File: src/rtl/tow_pkg.sv
// Shared types for the tug-of-war command link (playfield and delegator).
package tow_pkg;

    typedef enum logic [2:0] {
        CMD_HOLD    = 3'b100,
        CMD_P1      = 3'b001,
        CMD_P2      = 3'b111,
        CMD_P1_BACK = 3'b110,
        CMD_P2_BACK = 3'b000
    } tow_cmd_e;

    typedef enum logic {
        PLAY,
        WIN
    } tow_phase_e;

    // Net effect of a command on the light position.
    typedef enum logic [1:0] {
        MvHold,
        MvDec,
        MvInc,
        MvIllegal
    } tow_move_e;

    localparam logic [1:0] WIN_NONE = 2'b00;
    localparam logic [1:0] WIN_P1   = 2'b01;
    localparam logic [1:0] WIN_P2   = 2'b10;

    // Pull-back codes move toward centre: P1_BACK decrements, P2_BACK increments.
    function automatic tow_move_e tow_decode(logic [2:0] c);
        tow_move_e mv;
        case (tow_cmd_e'(c))
            CMD_HOLD:                 mv = MvHold;
            CMD_P1, CMD_P1_BACK:      mv = MvDec;
            CMD_P2, CMD_P2_BACK:      mv = MvInc;
            default:                  mv = MvIllegal;
        endcase
        return mv;
    endfunction

endpackage

File: src/rtl/tow_playfield_if.sv
// Command/feedback bundle between the player-input delegator and the playfield.
interface tow_playfield_if #(
    parameter int unsigned NUM_LEDS = 9
);
    logic [2:0]          cmd;
    logic                deviate1;
    logic                deviate2;
    logic [NUM_LEDS-1:0] leds;
    logic [1:0]          winner;
    logic [2:0]          score1;
    logic [2:0]          score2;
    logic                cmd_err;

    // Delegator side: issues commands, observes playfield state.
    modport master (
        output cmd,
        input  deviate1, deviate2, leds, winner, score1, score2, cmd_err
    );

    // Playfield side.
    modport slave (
        input  cmd,
        output deviate1, deviate2, leds, winner, score1, score2, cmd_err
    );
endinterface

File: src/rtl/tow_score_counter.sv
// Saturating win tally with asynchronous active-low clear.
module tow_score_counter #(
    parameter int unsigned Width = 3
) (
    input  logic             clk,
    input  logic             reset,
    input  logic             inc_i,
    output logic [Width-1:0] score_o
);
    logic [Width-1:0] score_q, score_d;

    // Increment on request unless already at all-ones.
    always_comb begin
        score_d = score_q;
        if (inc_i && (score_q != '1)) begin
            score_d = score_q + 1'b1;
        end
    end

    // Tally register.
    always_ff @(posedge clk or negedge reset) begin
        if (!reset) begin
            score_q <= '0;
        end else begin
            score_q <= score_d;
        end
    end

    assign score_o = score_q;
endmodule

File: src/rtl/tow_playfield.sv
// Playfield controller: owns the light position, detects wins, holds the win
// display for HOLD_CYCLES, and keeps per-player win tallies.
module tow_playfield
    import tow_pkg::*;
#(
    parameter int unsigned NUM_LEDS    = 9,
    parameter int unsigned HOLD_CYCLES = 16
) (
    input logic            clk,
    input logic            reset,
    tow_playfield_if.slave bus_io
);
    localparam int unsigned PosW   = $clog2(NUM_LEDS);
    localparam int unsigned CntW   = (HOLD_CYCLES > 1) ? $clog2(HOLD_CYCLES) : 1;
    localparam int unsigned Center = NUM_LEDS / 2;

    tow_phase_e      phase_q, phase_d;
    logic [PosW-1:0] pos_q, pos_d;
    logic [CntW-1:0] cnt_q, cnt_d;
    logic [1:0]      winner_q, winner_d;
    logic            cmd_err_q, cmd_err_d;
    logic            inc1, inc2;
    tow_move_e       move;

    assign move = tow_decode(bus_io.cmd);

    // Next-state for phase, position, hold counter, winner and error pulse.
    always_comb begin
        phase_d   = phase_q;
        pos_d     = pos_q;
        cnt_d     = cnt_q;
        winner_d  = winner_q;
        cmd_err_d = 1'b0;
        inc1      = 1'b0;
        inc2      = 1'b0;
        unique case (phase_q)
            PLAY: begin
                case (move)
                    MvDec: begin
                        // Stepping off the player1 end wins; position is left as is.
                        if (pos_q == '0) begin
                            phase_d  = WIN;
                            winner_d = WIN_P1;
                            inc1     = 1'b1;
                        end else begin
                            pos_d = pos_q - 1'b1;
                        end
                    end
                    MvInc: begin
                        if (pos_q == PosW'(NUM_LEDS - 1)) begin
                            phase_d  = WIN;
                            winner_d = WIN_P2;
                            inc2     = 1'b1;
                        end else begin
                            pos_d = pos_q + 1'b1;
                        end
                    end
                    MvIllegal: cmd_err_d = 1'b1;
                    default: ;
                endcase
            end
            WIN: begin
                // Commands are ignored; leave after exactly HOLD_CYCLES cycles.
                if (cnt_q == CntW'(HOLD_CYCLES - 1)) begin
                    phase_d  = PLAY;
                    pos_d    = PosW'(Center);
                    winner_d = WIN_NONE;
                    cnt_d    = '0;
                end else begin
                    cnt_d = cnt_q + 1'b1;
                end
            end
            default: ;
        endcase
    end

    // State registers.
    always_ff @(posedge clk or negedge reset) begin
        if (!reset) begin
            phase_q   <= PLAY;
            pos_q     <= PosW'(Center);
            cnt_q     <= '0;
            winner_q  <= WIN_NONE;
            cmd_err_q <= 1'b0;
        end else begin
            phase_q   <= phase_d;
            pos_q     <= pos_d;
            cnt_q     <= cnt_d;
            winner_q  <= winner_d;
            cmd_err_q <= cmd_err_d;
        end
    end

    tow_score_counter #(
        .Width (3)
    ) u_score1 (
        .clk     (clk),
        .reset   (reset),
        .inc_i   (inc1),
        .score_o (bus_io.score1)
    );

    tow_score_counter #(
        .Width (3)
    ) u_score2 (
        .clk     (clk),
        .reset   (reset),
        .inc_i   (inc2),
        .score_o (bus_io.score2)
    );

    // Display and centre-adjacent feedback, blanked during WIN.
    always_comb begin
        bus_io.leds     = '0;
        bus_io.deviate1 = 1'b0;
        bus_io.deviate2 = 1'b0;
        if (phase_q == PLAY) begin
            bus_io.leds     = NUM_LEDS'(1) << pos_q;
            bus_io.deviate1 = (pos_q == PosW'(Center - 1));
            bus_io.deviate2 = (pos_q == PosW'(Center + 1));
        end
    end

    assign bus_io.winner  = winner_q;
    assign bus_io.cmd_err = cmd_err_q;
endmodule

File: src/flat_wrapper.sv
// flat-port wrapper written by rule: the top's interface ports become plain ports
module tow_playfield_flat import tow_pkg::*;
#(
    parameter int unsigned NUM_LEDS    = 9,
    parameter int unsigned HOLD_CYCLES = 16
)
  (clk, reset, bus_io_cmd, bus_io_deviate1, bus_io_deviate2, bus_io_leds, bus_io_winner, bus_io_score1, bus_io_score2, bus_io_cmd_err);
  tow_playfield_if #(.NUM_LEDS(NUM_LEDS)) bus_io_i ();
  input logic clk;
  input logic reset;
  input wire logic [$bits(bus_io_i.cmd)-1:0] bus_io_cmd;
  output wire logic [$bits(bus_io_i.deviate1)-1:0] bus_io_deviate1;
  output wire logic [$bits(bus_io_i.deviate2)-1:0] bus_io_deviate2;
  output wire logic [$bits(bus_io_i.leds)-1:0] bus_io_leds;
  output wire logic [$bits(bus_io_i.winner)-1:0] bus_io_winner;
  output wire logic [$bits(bus_io_i.score1)-1:0] bus_io_score1;
  output wire logic [$bits(bus_io_i.score2)-1:0] bus_io_score2;
  output wire logic [$bits(bus_io_i.cmd_err)-1:0] bus_io_cmd_err;
  assign bus_io_i.cmd = bus_io_cmd;
  assign bus_io_deviate1 = bus_io_i.deviate1;
  assign bus_io_deviate2 = bus_io_i.deviate2;
  assign bus_io_leds = bus_io_i.leds;
  assign bus_io_winner = bus_io_i.winner;
  assign bus_io_score1 = bus_io_i.score1;
  assign bus_io_score2 = bus_io_i.score2;
  assign bus_io_cmd_err = bus_io_i.cmd_err;
  tow_playfield #(.NUM_LEDS(NUM_LEDS), .HOLD_CYCLES(HOLD_CYCLES)) u_core (.clk(clk), .reset(reset), .bus_io(bus_io_i));
endmodule
File: config.mk
export PLATFORM = sky130hd
export DESIGN_NAME = tow_playfield_flat
export DESIGN_NICKNAME = d
export VERILOG_FILES = /design/src/rtl/tow_pkg.sv /design/src/rtl/tow_playfield_if.sv /design/src/rtl/tow_score_counter.sv /design/src/rtl/tow_playfield.sv /design/src/flat_wrapper.sv
export SDC_FILE = /design/constraint.sdc
export NUM_CORES = 1
export LEC_CHECK = 0
export CORE_UTILIZATION = 50
export DETAILED_ROUTE_END_ITERATION = 10
export PLACE_DENSITY = 0.79
export REMOVE_ABC_BUFFERS = 1
export SYNTH_ARGS = -nofsm -noshare
export SYNTH_HDL_FRONTEND = slang
export SYNTH_SLANG_ARGS = --single-unit
File: constraint.sdc
create_clock -name clk -period 2.3 [get_ports clk]
set_clock_uncertainty 0.2 [all_clocks]
set_input_delay 0.46 -clock clk [delete_from_list [all_inputs] [get_ports clk]]
set_output_delay 0.46 -clock clk [all_outputs]
set_load 0.02 [all_outputs]
# After elaboration in Yosys (flattened, before gate mapping)
# Cells that the tools add are included.
[totals]
ff_bits = 18
in_bits = 5
output_inout_bits = 20
elab_cells = 67
[classes]
addsub = 5
eq_ne = 19
shift = 1
n_mux = 26
bitwise_logic = 1
n_reduce_logical = 8
[ops]
columns = ["cell", "n"]
rows = [
  ["$mux W4", 4],
  ["$pmux W4 S2", 2],
  ["$ne A3 B3 Y1 const B", 5],
  ["$mux W1", 11],
  ["$eq A3 B3 Y1 const B", 3],
  ["$mux W9", 1],
  ["$shl A1 B4 Y9 const A", 1],
  ["$add A4 B1 Y4 const B", 2],
  ["$eq A4 B4 Y1 const B", 2],
  ["$pmux W2 S2", 2],
  ["$reduce_and A4 Y1", 2],
  ["$add A3 B1 Y3 const B", 2],
  ["$mux W2", 3],
  ["$ne A3 B2 Y1 const B", 2],
  ["$pmux W2 S3", 1],
  ["$eq A2 B2 Y1 const B", 2],
  ["$eq A4 B2 Y1 const B", 1],
  ["$eq A4 B3 Y1 const B", 1],
  ["$logic_not A4 Y1", 1],
  ["$pmux W1 S2", 2],
  ["$reduce_or A2 Y1", 2],
  ["$sub A4 B1 Y4 const B", 1],
  ["$eq A3 B1 Y1 const B", 1],
  ["$logic_not A3 Y1", 1],
  ["4 further kinds", 5],
]

# Longest topological paths before layout
# Gate-level depths: netlist of the first run.
[depth]
word_depth = 7
ltp_mapped = 10
mapped_depth_nobuf = 10

# By module
# From an unflattened synthesis of the first run, not the netlist that was laid out.
[hier_totals]
cells_unflattened = 118
hier_area_um2 = 1186.1
[by_module_without_submodules]
columns = ["mod", "n_inst", "cells_per_inst", "area_per_inst_um2", "seq_area_each_um2"]
rows = [
  ["tow_playfield", 1, 100, 880.8, 301.5],
  ["tow_score_counter", 2, 9, 152.6, 75.1],
]

# Least setup slack after synthesis of the first run
# OpenSTA, ideal clock, no wires.
[synth_timing]
path_type = "input -> register"
startpoint = "in bus_io_cmd[1]"
endpoint = "reg u_core.pos_q[0]"
setup_time_ns = 0.125
arrival_time_ns = 2.076
t_required_ns = 1.975
slack_ns = -0.101
cell_stages = 8
path_buffers = 0
path_cell_list = "or3_1 nand2_1 inv_1 ha_1 mux2_2 a21oi_1 o21ai_0 mux2_2"
[synth_between]
elab_chain_cells = 6
word_cells_on_any_way = 16
classes_between = "eq/ne: 9; mux: 3; reduce/logical: 4"
[synth_lines]
columns = ["item", "line_no", "text"]
rows = [
  ["start, declared", "flat_wrapper.sv:11", "input wire logic [$bits(bus_io_i.cmd)-1:0] bus_io_cmd;"],
  ["$eq A3 B3 Y1, or another cell as far along", "tow_pkg.sv:32", "case (tow_cmd_e'(c))"],
  ["$reduce_or A2 Y1", "tow_pkg.sv:32", ""],
  ["$pmux W2 S3 (*)", "tow_pkg.sv:32", ""],
  ["$eq A2 B2 Y1 / $eq A2 B1 Y1 (equally long branches)", "tow_playfield.sv:38", "case (move)"],
  ["$pmux W4 S2 / $ne A3 B3 Y1 (equally long branches)", "--", ""],
  ["$pmux W4 S2 / $reduce_and A4 Y1 (equally long branches)", "--", ""],
  ["end signal, assigned", "tow_playfield.sv:81", "pos_q <= PosW'(Center);"],
  ["end signal, assigned", "tow_playfield.sv:87", "pos_q <= pos_d;"],
  ["end, declared", "tow_playfield.sv:18", "logic [PosW-1:0] pos_q, pos_d;"],
]
# Every way passes the cells marked *; elsewhere a longest branch is shown, timed or not.
# A chain may end at the register's enable or synchronous reset.

# Worst setup path in the final report of the first run
[layout_timing]
startpoint = "in bus_io_cmd[2]"
endpoint = "reg u_core.winner_q[1], in the netlist u_core.bus_io.winner[1]"
[layout_between]
elab_chain_cells = 6
word_cells_on_any_way = 16
classes_between = "eq/ne: 9; mux: 3; reduce/logical: 4"
[layout_lines]
columns = ["item", "line_no", "text"]
rows = [
  ["$eq A3 B3 Y1, or another cell as far along", "tow_pkg.sv:32", ""],
  ["$reduce_or A2 Y1", "tow_pkg.sv:32", ""],
  ["$pmux W2 S3 (*)", "tow_pkg.sv:32", ""],
  ["$eq A2 B2 Y1 / $eq A2 B1 Y1 (equally long branches)", "tow_playfield.sv:38", ""],
  ["$pmux W2 S2, or another cell as far along", "tow_playfield.sv:38", ""],
  ["$pmux W2 S2 / $reduce_and A4 Y1 (equally long branches)", "--", ""],
  ["end signal, assigned", "tow_playfield.sv:89", "winner_q <= winner_d;"],
  ["end, declared", "tow_playfield.sv:20", "logic [1:0] winner_q, winner_d;"],
]
# Marks and branches as above.

==> impl_metrics.json, run 1 <==
{
  "preCtsSetupSlack_ns": -0.611,
  "power_density_mw_per_mm2": 1110,
  "synth.cell_area_sq_mm": 0.00119,
  "critPathArrivalTime_ns": 2.32,
  "grt_use_total": 0.258,
  "antennaDiodeCount": 0,
  "drive_above_1_share": 0.444,
  "nFillCells": 131,
  "core_sq_mm": 0.00223,
  "grt_pass1_wl_mm": 4.80,
  "violations": "setup timing",
  "syn_inst": 116,
  "leakage_uw": 0.000864,
  "nets": 186,
  "use_met3": 0.0364,
  "crit_type": "input port to flop",
  "synth_async_sr_flop_share": 1.00,
  "cts.clk_slew.worst_paths_ns": 0.11,
  "p_seq_frac": 0.294,
  "maxCapViolations": 0,
  "syn_area_per_cell_sq_um": 10.2,
  "yosysTopAreaCell": "dfrtp_1",
  "place.gp.congestion": 0.884,
  "io_buffers": 24,
  "drtIter0Drc": 25,
  "period_needed_ns": 2.32,
  "cts_tree": "built",
  "min_path_type": "input port to async pin",
  "grt_max_degree": 19,
  "placementRows": 17,
  "antenna_found_initial": 0,
  "drc_errors": 0,
  "synth_cell_types": 40,
  "gr-usage-met2": 0.476,
  "htree_levels": 1,
  "vias_per_cell": 5.68,
  "cts_inserted_buffers": 3,
  "cp_max_fo": 4,
  "hold_buffers": 0,
  "dr_total_vias": 1119,
  "ir_drop_v": 0.000725,
  "setup_violations": 1,
  "netlist_top_cells_count": "17 x dfrtp_1, 11 x ha_1, 10 x nand2_1",
  "area_delta_synth_final_pct": 44.8,
  "pwr-share-clk": 0.108,
  "die_width_um": 50.7,
  "insertion_delay_ns": 0.31,
  "yosys_warnings": 0,
  "cts_sinks": 18,
  "yosysMostFrequentCell": "dfrtp_1",
  "regArea_sq_um": 452,
  "intPower_uw": 1080,
  "p_sw_uw": 818,
  "multi_input_area_sq_um": 758,
  "worstMarginPinSlew_ns": 0.538,
  "overflow": 0,
  "drt-pass1-iter-count": 4,
  "grt_pass1_vias": 1097,
  "required_ns": 2.29,
  "start_util": 0.531,
  "clock_path_buffers": 2,
  "finalWorstSetupSlack_ns": -0.0240,
  "num_io_pins": 25,
  "fin_util": 0.769,
  "dieArea_sq_mm": 0.00257,
  "synth_edf_count": 0,
  "dieHeight_um": 50.7,
  "cts_root_buffer": "clkbuf_4",
  "min_period_over_period": 1.01,
  "status": "finished, violations left",
  "synthFlopType": "dfrtp_1",
  "worstSetupStartpointType": "input port",
  "use_met1": 0.293,
  "swShare": 0.431,
  "drv_slew": 0,
  "synthTopCellsByArea": "dfrtp_1 36%, ha_1 12%, mux2_2 4.7%, nand2_1 3.2%, xnor2_1 3.0%",
  "dp.final_hpwl_mm": 2.18,
  "antenna_left": 0,
  "busiest_layer": "met2",
  "synth_top_area_share": 0.359,
  "cp-end-kind": "flop",
  "maxSlewHeadroom": 0.639,
  "yosysSeqAreaShare": 0.381,
  "wl_per_cell_um": 16.6,
  "final-hold-violation-count": 0,
  "p_comb_frac": 0.598,
  "max_freq_mhz": 430,
  "finalWirelength_mm": 3.26,
  "synth_seq_cells": 18
}
-- per-layer routing --
metal  share of wire  wire [um]  up-vias
met1            0.36       1190      551
met3           0.041        135       15
li1                -          -      516
met4           0.038        124        0
met2            0.56       1810       37
met5               0          0        -
-- cell families (layout without fill, tap and decap cells) --
family | after synthesis | in the layout | share of synthesized area
compound gates | 18 | 18 | 0.103
simple gates | 43 | 43 | 0.222
flops | 18 | 18 | 0.381
mux | 10 | 10 | 0.0981
buf+inv | 11 | 64 | 0.0432
fa+ha+maj | 11 | 11 | 0.116
xor+xnor | 5 | 5 | 0.0369
-- sequential cells by signal (all words and copies together), names as in the netlist --
signal,cells
u_core.bus_io.cmd_err,1
u_core.u_score2.score_o,3
u_core.bus_io.winner,2
u_core.pos_q,4
u_core.cnt_q,4
u_core.u_score1.score_o,3
u_core.phase_q,1
-- cell type report --
class | instances | share of cell area
inverters | 7 | 0.0153
clock buffers | 4 | 0.0211
multi-input cells | 87 | 0.441
flip-flops and latches | 18 | 0.263
well taps | 28 | 0.0204
repair buffers | 53 | 0.239
-- power groups by stage --
stage	sequential, uW	clock [uW]	combinational, uW
2_1_floorplan	651	0	506
3_3_place_gp	549	0	1040
3_5_place_dp	561	0	1100
4_1_cts	554	207	1080
5_1_grt	578	215	1220
6_report	558	206	1140
-- what timing repair did --
| action | in CTS | in global routing |
|---|---|---|
| setup endpoints to repair | 21 | 16 |
| buffers inserted | 0 | 1 |
| pin swaps | 3 | 3 |
| gates resized for setup | 48 | 31 |
-- critical path: stages --
cell	delay, ns
clkbuf_2	0.13
or3_4	0.42
nand2_4	0.11
inv_2	0.05
ha_2	0.17
buf_4	0.15
and3b_1	0.23
o21ai_1	0.08
buf_4	0.17
mux2i_2	0.22
o21ai_1	0.12
-- cells in the final DEF (no fill, tap or decap), types with 2 or more instances in the layout --
cell	instances
mux2_2	4
nand3_1	3
o211ai_1	2
mux2i_1	2
clkbuf_2	6
xnor2_1	4
nand4_1	2
buf_2	3
nor2_1	7
buf_6	2
o21ai_0	3
a21oi_1	2
inv_1	6
clkbuf_4	3
or3_4	3
clkdlybuf4s50_1	10
buf_4	31
nand2_1	9
nor3b_2	2
ha_1	8
ha_2	2
o21ai_1	3
dfrtp_1	17
mux2_4	3
nor3_1	3
-- through the flow --
step	cell area [sq um]	TNS (ns)	hold slack (ns)	std cells	total power [uW]
after global routing	1720	-0.0455	0.289	197	2010
after global placement	1650	-4.80	0.273	192	1590
final	1720	-0.0240	0.261	197	1900
after floorplan	1160	-0.192	-0.0356	112	1160
after CTS	1690	-0.0551	0.266	196	1840
after detailed placement	1650	-5.82	0.299	192	1660
-- final timing paths --
check / startpoint / to / slack (ns) / depth (start not counted)
setup / recovery: bus_io_cmd[2] / u_core.bus_io.winner[1] / -0.02 / 11
hold / removal: reset / u_core.phase_q / 0.26 / 2
setup reg to reg: u_core.pos_q[0] / u_core.pos_q[0] / 0.26 / 6
hold reg to reg: u_core.cnt_q[3] / u_core.cnt_q[3] / 0.31 / 1
max in group asynchronous: reset / u_core.pos_q[2] / 1.38 / 2
min in group clk: bus_io_cmd[0] / u_core.bus_io.cmd_err / 0.30 / 2
(Power assumes the default switching activity.)
==> run 2, diff against run 1 <==
- CTS_CLUSTER_SIZE: unset -> 8
==> results of run 2 <==
The final DEF is identical to that of run 1; final timing and power are the same.
==> run 3, diff against run 2 <==
- MAX_ROUTING_LAYER: unset -> met4
==> impl_metrics.json, run 3 (same netlist as run 1, synthesis figures left out) <==
{
  "maxCapViolations": 0,
  "cp-end-kind": "flop",
  "regArea_sq_um": 452,
  "drc_errors": 0,
  "clock_path_buffers": 2,
  "violations": "setup timing",
  "drive_above_1_share": 0.444,
  "r2r-start": "u_core.pos_q[0]",
  "nFillCells": 131,
  "drtIter0Drc": 26,
  "grt_use_total": 0.265,
  "preCtsSetupSlack_ns": -0.611,
  "fin_area_sq_mm": 0.00172,
  "worstSetupStartpointType": "input port",
  "cts_sinks": 18,
  "status": "finished, violations left",
  "antenna_left": 0,
  "leakage_uw": 0.000864,
  "start_util": 0.531,
  "num_io_pins": 25,
  "required_ns": 2.30,
  "cts_root_buffer": "clkbuf_4",
  "setup_violations": 1,
  "multi_input_area_sq_um": 758,
  "nets": 186,
  "drv_slew": 0,
  "dieArea_sq_mm": 0.00257,
  "final_cells": 197,
  "cts.clk_slew.worst_paths_ns": 0.11,
  "grt_pass1_vias": 1098,
  "ir_drop_v": 0.000726,
  "min_period_over_period": 1.01,
  "cts_tree": "built",
  "insertion_delay_ns": 0.31,
  "core_sq_mm": 0.00223,
  "placementRows": 17,
  "antennaDiodeCount": 0,
  "min_path_type": "input port to async pin",
  "finalWirelength_mm": 3.29,
  "hold_buffers": 0,
  "crit_type": "input port to flop",
  "vias_per_cell": 5.74,
  "reg2reg_to": "u_core.pos_q[0]",
  "dieHeight_um": 50.7,
  "critPathArrivalTime_ns": 2.32,
  "worstMarginPinSlew_ns": 0.550,
  "cp_max_fo": 4,
  "rrSetupSlack_ns": 0.25,
  "cts_inserted_buffers": 3,
  "reg2reg_depth": 6,
  "die_width_um": 50.7,
  "io_buffers": 24,
  "grt_pass1_wl_mm": 4.82,
  "power_density_mw_per_mm2": 1110,
  "finalWorstSetupSlack_ns": -0.0222,
  "htree_levels": 1,
  "final_cell_mix": "31 x buf_4, 17 x dfrtp_1, 10 x clkdlybuf4s50_1, 9 x nand2_1, 8 x ha_1",
  "grt_max_degree": 19,
  "hold_ws_ns": 0.259,
  "wl_per_cell_um": 16.7,
  "placed_area_sq_mm": 0.00165,
  "final-hold-violation-count": 0,
  "final_common_cell": "buf_4",
  "drt-pass1-iter-count": 4,
  "area_delta_synth_final_pct": 44.8,
  "dp.final_hpwl_mm": 2.18,
  "final.setup.tns_ns": -0.0222,
  "period_needed_ns": 2.32,
  "dp_cells": 192,
  "place.gp.congestion": 0.899,
  "max_freq_mhz": 431,
  "overflow": 0,
  "dr_total_vias": 1131,
  "maxSlewHeadroom": 0.631,
  "top_regs": "u_core.cnt_q: 4 flops, u_core.pos_q: 4 flops",
  "antenna_found_initial": 0
}
-- run 3: critical path, cell delays in order --
cell      delay, ns
clkbuf_2       0.12
or3_4          0.42
nand2_4        0.11
inv_2          0.05
ha_2           0.17
buf_4          0.15
and3b_1        0.23
o21ai_1        0.08
buf_4          0.18
mux2i_2        0.22
o21ai_1        0.12
-- run 3: per-layer routing --
layer,vias up,global-route usage,wire length [um]
met4,0,0.111,147
met1,548,0.290,1170
li1,518,-,-
met5,-,-,0
met2,45,0.478,1810
met3,20,0.0364,156
-- run 3: report_power, final --
part / switching, uW / leakage [uW] / internal (uW)
Sequential: 117 / 0.000231 / 442
Clock: 110 / 0.0000210 / 96.9
Combinational: 594 / 0.000612 / 543
Total: 820 / 0.000864 / 1080
-- run 3: how the worst max path moves through the flow --
stage / start / to / cells past startpoint / slack, ns
floorplan: bus_io_cmd[1] / u_core.pos_q[0] / 8 / -0.11
global placement: bus_io_cmd[0] / u_core.pos_q[0] / 9 / -0.51
detailed placement: bus_io_cmd[0] / u_core.pos_q[0] / 9 / -0.61
CTS: u_core.pos_q[2] / bus_io_leds[4] / 4 / -0.06
global route: bus_io_cmd[2] / u_core.bus_io.winner[1] / 11 / -0.02
finish: bus_io_cmd[2] / u_core.bus_io.winner[1] / 11 / -0.02
-- run 3: layout make-up --
type	count	area share
timing repair buffer	53	0.239
multi-input combinational	87	0.441
clock buffer	4	0.0211
sequential	18	0.263
tap	28	0.0204
inverter	7	0.0153
-- run 3: stage by stage --
stage	power, uW	utilization
after floorplan	1160	-
after global placement	1590	0.737
after detailed placement	1660	0.737
after CTS	1840	0.757
after global routing	2010	0.769
final	1900	0.769
-- run 3: what timing repair did --
| action | CTS | global route |
|---|---|---|
| buffers inserted | 0 | 1 |
| resized for setup | 48 | 31 |
| endpoints found under the setup margin | 21 | 16 |
| pin swaps | 3 | 3 |
| hold endpoints to repair | 0 | 0 |
